--- src/rtl/ibuf_sync_filter.sv ---
// ---------------------------------------------------------------------------
// ibuf_sync_filter
//
// Receive-side companion to the tri-state output pad buffers. An asynchronous
// pad input is brought into the C domain through a two-flop synchronizer.
// A persistence counter then filters it, so the output O changes only after
// the synchronized level has differed from O for FILTER_LEN consecutive
// edges. Shorter excursions are rejected and counted in GLITCH_CNT, which
// saturates at 255. While the local output driver is on (T = 0), the filter
// is blanked so that the block does not react to its own echo.
//
// Parameters
//   FILTER_LEN : consecutive differing samples required to move O (1..16)
//   INIT       : reset value of the synchronizer flops and of O
//
// Ports
//   C          : clock, rising edge
//   CLR        : asynchronous active-high reset
//   I          : pad input, asynchronous to C
//   T          : 1 = driver off / receive enabled, 0 = driver on / blanked
//   CLR_CNT    : synchronous clear of GLITCH_CNT (wins over an increment)
//   O          : filtered, synchronized level
//   RISE       : one-cycle strobe in the cycle O goes 0->1
//   FALL       : one-cycle strobe in the cycle O goes 1->0
//   GLITCH_CNT : saturating count of rejected glitches
//
// All outputs come straight from flops. No input reaches an output
// combinationally.
// ---------------------------------------------------------------------------
module ibuf_sync_filter #(
  parameter int unsigned FILTER_LEN = 4,
  parameter logic        INIT       = 1'b0
) (
  input  logic       C,
  input  logic       CLR,
  input  logic       I,
  input  logic       T,
  input  logic       CLR_CNT,
  output logic       O,
  output logic       RISE,
  output logic       FALL,
  output logic [7:0] GLITCH_CNT
);

  // The counter only ever needs to reach FILTER_LEN-1. It keeps one bit
  // even for FILTER_LEN = 1, where it simply stays at zero.
  localparam int unsigned   CW       = (FILTER_LEN > 1) ? $clog2(FILTER_LEN) : 1;
  localparam logic [CW-1:0] CNT_LAST = CW'(FILTER_LEN - 1);
  localparam logic [7:0]    GCNT_MAX = 8'hFF;

  // Synchronizer stages. s1_q may go metastable; only s2_q is consumed.
  logic s1_q;
  logic s2_q;

  // Filter state and registered outputs.
  logic          o_q,    o_d;
  logic [CW-1:0] cnt_q,  cnt_d;
  logic          rise_q, rise_d;
  logic          fall_q, fall_d;
  logic [7:0]    gcnt_q, gcnt_d;

  // Set when a partial run ends because s2 fell back to O.
  logic          glitch_hit;

  // -------------------------------------------------------------------------
  // Synchronizer: free-running, independent of T, so that s2 already holds
  // the current pad level when blanking ends.
  // -------------------------------------------------------------------------
  always_ff @(posedge C or posedge CLR) begin
    if (CLR) begin
      s1_q <= INIT;
      s2_q <= INIT;
    end else begin
      s1_q <= I;
      s2_q <= s1_q;
    end
  end

  // -------------------------------------------------------------------------
  // Persistence filter, next state.
  // -------------------------------------------------------------------------
  always_comb begin
    o_d        = o_q;
    cnt_d      = cnt_q;
    rise_d     = 1'b0;
    fall_d     = 1'b0;
    glitch_hit = 1'b0;

    if (T) begin
      if (s2_q == o_q) begin
        // A run that ended early is a glitch. A zero count means that no
        // run was in progress.
        cnt_d      = '0;
        glitch_hit = (cnt_q != '0);
      end else if (cnt_q == CNT_LAST) begin
        // This is the FILTER_LEN-th consecutive differing sample, so the
        // new level is accepted.
        o_d    = s2_q;
        cnt_d  = '0;
        rise_d = s2_q;
        fall_d = ~s2_q;
      end else begin
        cnt_d = cnt_q + 1'b1;
      end
    end else begin
      // Blanked: any partial run is dropped without being counted as a
      // glitch, and O holds its value.
      cnt_d = '0;
    end
  end

  // -------------------------------------------------------------------------
  // Glitch counter, next state. A clear wins over a simultaneous increment.
  // At the maximum the counter holds and never wraps.
  // -------------------------------------------------------------------------
  always_comb begin
    gcnt_d = gcnt_q;
    if (CLR_CNT) begin
      gcnt_d = '0;
    end else if (glitch_hit && (gcnt_q != GCNT_MAX)) begin
      gcnt_d = gcnt_q + 8'd1;
    end
  end

  // -------------------------------------------------------------------------
  // State registers.
  // -------------------------------------------------------------------------
  always_ff @(posedge C or posedge CLR) begin
    if (CLR) begin
      o_q    <= INIT;
      cnt_q  <= '0;
      rise_q <= 1'b0;
      fall_q <= 1'b0;
      gcnt_q <= '0;
    end else begin
      o_q    <= o_d;
      cnt_q  <= cnt_d;
      rise_q <= rise_d;
      fall_q <= fall_d;
      gcnt_q <= gcnt_d;
    end
  end

  assign O          = o_q;
  assign RISE       = rise_q;
  assign FALL       = fall_q;
  assign GLITCH_CNT = gcnt_q;

endmodule

--- config.mk ---
export PLATFORM = sky130hd
export DESIGN_NAME = ibuf_sync_filter
export DESIGN_NICKNAME = d
export VERILOG_FILES = /design/src/rtl/ibuf_sync_filter.sv
export SDC_FILE = /design/constraint.sdc
export NUM_CORES = 1
export LEC_CHECK = 0
export ABC_AREA = 0
export CAP_MARGIN = 20
export CELL_PAD_IN_SITES_DETAIL_PLACEMENT = 1
export CELL_PAD_IN_SITES_GLOBAL_PLACEMENT = 2
export CORE_MARGIN = 2
export CORE_UTILIZATION = 32
export DETAILED_ROUTE_END_ITERATION = 7
export PLACE_DENSITY = 0.78
export SLEW_MARGIN = 25
export SYNTH_ARGS = -nofsm -noshare
export SYNTH_HDL_FRONTEND = slang
export SYNTH_SLANG_ARGS = --single-unit
--- constraint.sdc ---
create_clock -name C -period 3.2 [get_ports C]
set_input_delay 0.48 -clock C [delete_from_list [all_inputs] [get_ports C]]
set_output_delay 0.48 -clock C [all_outputs]
set_load 0.05 [all_outputs]
==> results.tsv <==
stage	metric	value	unit
drt	DR pass1 iterations	4	
setup_path	slowest cell delay on critical path	850	ps
clock_network	clk_lat worst skew	300	ps
power_and_ir_drop	clock share of power	30.1	%
hold_path	Hold Startpoint	s1_q	
finish	Nets	94	
synthesis	mapped cell area	738	µm²
drt	Post-DRT Antenna Nets	0	
sta	RSZ-0062 raised after global routing	false	
power_and_ir_drop	combinational share of power	15.8	%
drt	M1 wire length	775	µm
hold_path	class of the worst hold path	reg2reg	
finish	Syn-to-layout area delta	26.3	%
drt	wire per inst	14.9	µm
synthesis	yosys warns	0	
placement	hpwl dp	1180	µm
synthesis	compound-gate portion of the synthesized area	11.4	%
synthesis	area leader, netlist	dfrtp_1	
drt	wire length on met3	51	µm
floorplanning	Die W	52.0	µm
sta	Setup-failing EPs final	0	
synthesis	area share of fa/ha/maj cells after synthesis	5.08	%
synthesis	largest family of logic cells by synthesized area	simple AND/OR/NAND/NOR gates	
sta	Max-Slew Margin vs Limit	59.5	%
power_and_ir_drop	Int Pwr	269	µW
synthesis	post-synthesis mux area share	3.05	%
finish	Non-Filler Instances	113	
power_and_ir_drop	Sw Pwr	115	µW
synthesis	Post-Synth XOR/XNOR Area	1.19	%
setup_path	startpoint types	register	
clock_network	# Post-CTS Setup Buffers	0	
sta	setup TNS	0	ps
power_and_ir_drop	Switching Fraction	29.9	%
drt	highest metal used	met4	
drt	drt initial violations	5	
setup_path	worst-path cell chain	clkdlybuf4s50_1	
power_and_ir_drop	Cell Pwr Density	411	mW/mm²
synthesis	Primary FF master, synth	dfrtp_1	
clock_network	Sink Count	15	
setup_path	Reg2Reg Depth	5	
clock_network	H-tree level count	1	
clock_network	CTS Root Cell	clkbuf_4	
synthesis	sequential share of the synthesized area	50.8	%
synthesis	Synth Instances	68	
drt	routed vias/inst	5.39	
synthesis	Synth top cells by count	15 x dfrtp_1, 7 x a21oi_1, 5 x or4_1	
clock_network	CTS clock-pin slew for the worst setup and hold paths	100	ps
synthesis	Net Count, Synth	76	
placement	placed insts	109	
synthesis	simple-gate share of the synthesized area	23.9	%
synthesis	Area contributors post-synth	dfrtp_1 51%, ha_1 5.1%, or4_1 5.1%	
setup_path	FF-to-FF Start	cnt_q[0]	
grt	vias in the first global route	627	
setup_path	Crit Path Category	reg2out	
setup_path	Crit-path slowest cell	clkdlybuf4s50_1	
sta	Max Slew Vio Count	0	
sta	post-layout min period	2110	ps
finish	Final Util	42.5	%
floorplanning	num rows	17	
grt	GR Util All Layers	14.8	%
grt	largest net degree at the start of global routing	16	
setup_path	critical path's top delay family	buffers and inverters	
placement	routability-driven placement congestion ratio	0.740	
synthesis	Mapped Avg Cell Area	10.9	µm²
sta	final hold viol count	0	
synthesis	area share of the largest cell type after synthesis	50.8	%
setup_path	crit path from	GLITCH_CNT[2]	
floorplanning	DIE AREA	0.00271	mm²
setup_path	Worst setup EP type	output port	
drt	WL final	1690	µm
power_and_ir_drop	VDD IR-drop max	0.173	mV
finish	ratio of cells with drive above 1 in the final layout	10.6	%
flow_run	maxcap violations	0	
setup_path	CP required	2720	ps
power_and_ir_drop	Sequential Power Share	54.1	%
hold_path	hold depth	0	
floorplanning	Top Ports	16	
grt	antenna violations before repair	0	
synthesis	post-synthesis cell type count	26	
floorplanning	die height	52.0	µm
sta	Clock Skew	6.96	ps
setup_path	WP data arrival	1630	ps
synthesis	asr flop ratio synth	100	%
grt	first-pass GRT wire length	2840	µm
finish	diode count	0	
floorplanning	initial core utilization	33.7	%
clock_network	post-CTS sizing	0	
setup_path	crit path buf inv count	1	
clock_network	hold_buf cts	0	
setup_path	worst-path fanout max	8	
synthesis	most frequent cell after synthesis	dfrtp_1	
synthesis	register bit total from synthesis	15	
drt	met2 WL	805	µm
sta	Fmax	474	MHz
drt	Post-route DRC	0	
clock_network	CTS tree	done	
power_and_ir_drop	leakage power	0.374	nW
sta	Final Cycle Share	65.9	%
clock_network	CTS buffer count	3	
grt	remaining global-route overflow	0	
drt	DR vias	609	
outcome	status	finished clean	
placement	IO Port Bufs	15	
synthesis	number of enable flip-flop cells after synthesis	0	
setup_path	Crit path depth	1	
clock_network	deepest clock path buffer count	2	
sta	Slew @ Worst Pin	606	ps
floorplanning	core area	0.00219	mm²
==> worst paths after layout <==
kind / end / slack [ps]
worst max-delay path: GLITCH_CNT[2] / 1090
worst min-delay path: s2_q / 360
worst max register to register: GLITCH_CNT[5] / 1370
worst min register to register: s2_q / 360
max in group asynchronous: s1_q / 2260
min in group asynchronous: cnt_q[1] / 540
==> registers in the layout, indices dropped and copies added (netlist names) <==
register and flops:
GLITCH_CNT 8, FALL 1, O 1, s1_q 1, RISE 1, s2_q 1
cnt_q 2
==> cell families after synthesis <==
family	after synthesis
and+or+nand+nor	27
DFF	15
AOI/OAI and AO/OA	14
buffers and inverters	6
adders and majority gates	3
muxes	2
xor gates and xnor gates	1
==> power groups by stage <==
stage | sequential [mW] | clock (mW) | combinational (mW)
2_1_floorplan | 0.224 | 0 | 0.0287
3_3_place_gp | 0.211 | 0 | 0.0596
3_5_place_dp | 0.211 | 0 | 0.0612
4_1_cts | 0.207 | 0.123 | 0.0615
5_1_grt | 0.209 | 0.127 | 0.0673
6_report | 0.207 | 0.115 | 0.0605
==> area by class of cell <==
class / count / area, µm²
multi-input combinational: 47 / 329
clock inverter: 1 / 5.00
inverter: 4 / 15.0
sequential: 15 / 375
fill: 249 / 1260
clock buffer: 3 / 22.5
timing repair buffer: 15 / 150
tap: 28 / 35.0
==> per-layer routing <==
metal  track usage (%)  up-vias
met1              18.1      307
met3              2.59        5
met4              10.5        0
li1                  -      286
met2              23.2       11
met5                 0        -
==> metrics by stage <==
stage	hold slack [ps]	power [mW]	worst slack [ps]	cell area, µm²
final	361	0.383	1090	932
after global routing	377	0.404	1030	932
after CTS	365	0.392	1080	932
after detailed placement	342	0.272	996	905
after global placement	333	0.270	1030	905
after floorplan	331	0.253	1150	738
==> cells in the final DEF, fill, tap and decap left out, types with 2 or more instances in the layout <==
| cell | n |
|---|---|
| a21oi_1 | 7 |
| clkbuf_4 | 3 |
| clkdlybuf4s50_1 | 15 |
| dfrtp_1 | 15 |
| ha_1 | 3 |
| inv_1 | 4 |
| mux2_2 | 2 |
| nand2_1 | 3 |
| nand3_1 | 4 |
| nand4_1 | 2 |
| nor2_1 | 2 |
| nor3b_1 | 2 |
| o21ai_0 | 2 |
| o31ai_1 | 4 |
| or4_1 | 5 |
Note: power is estimated with default switching activity, not from simulation.
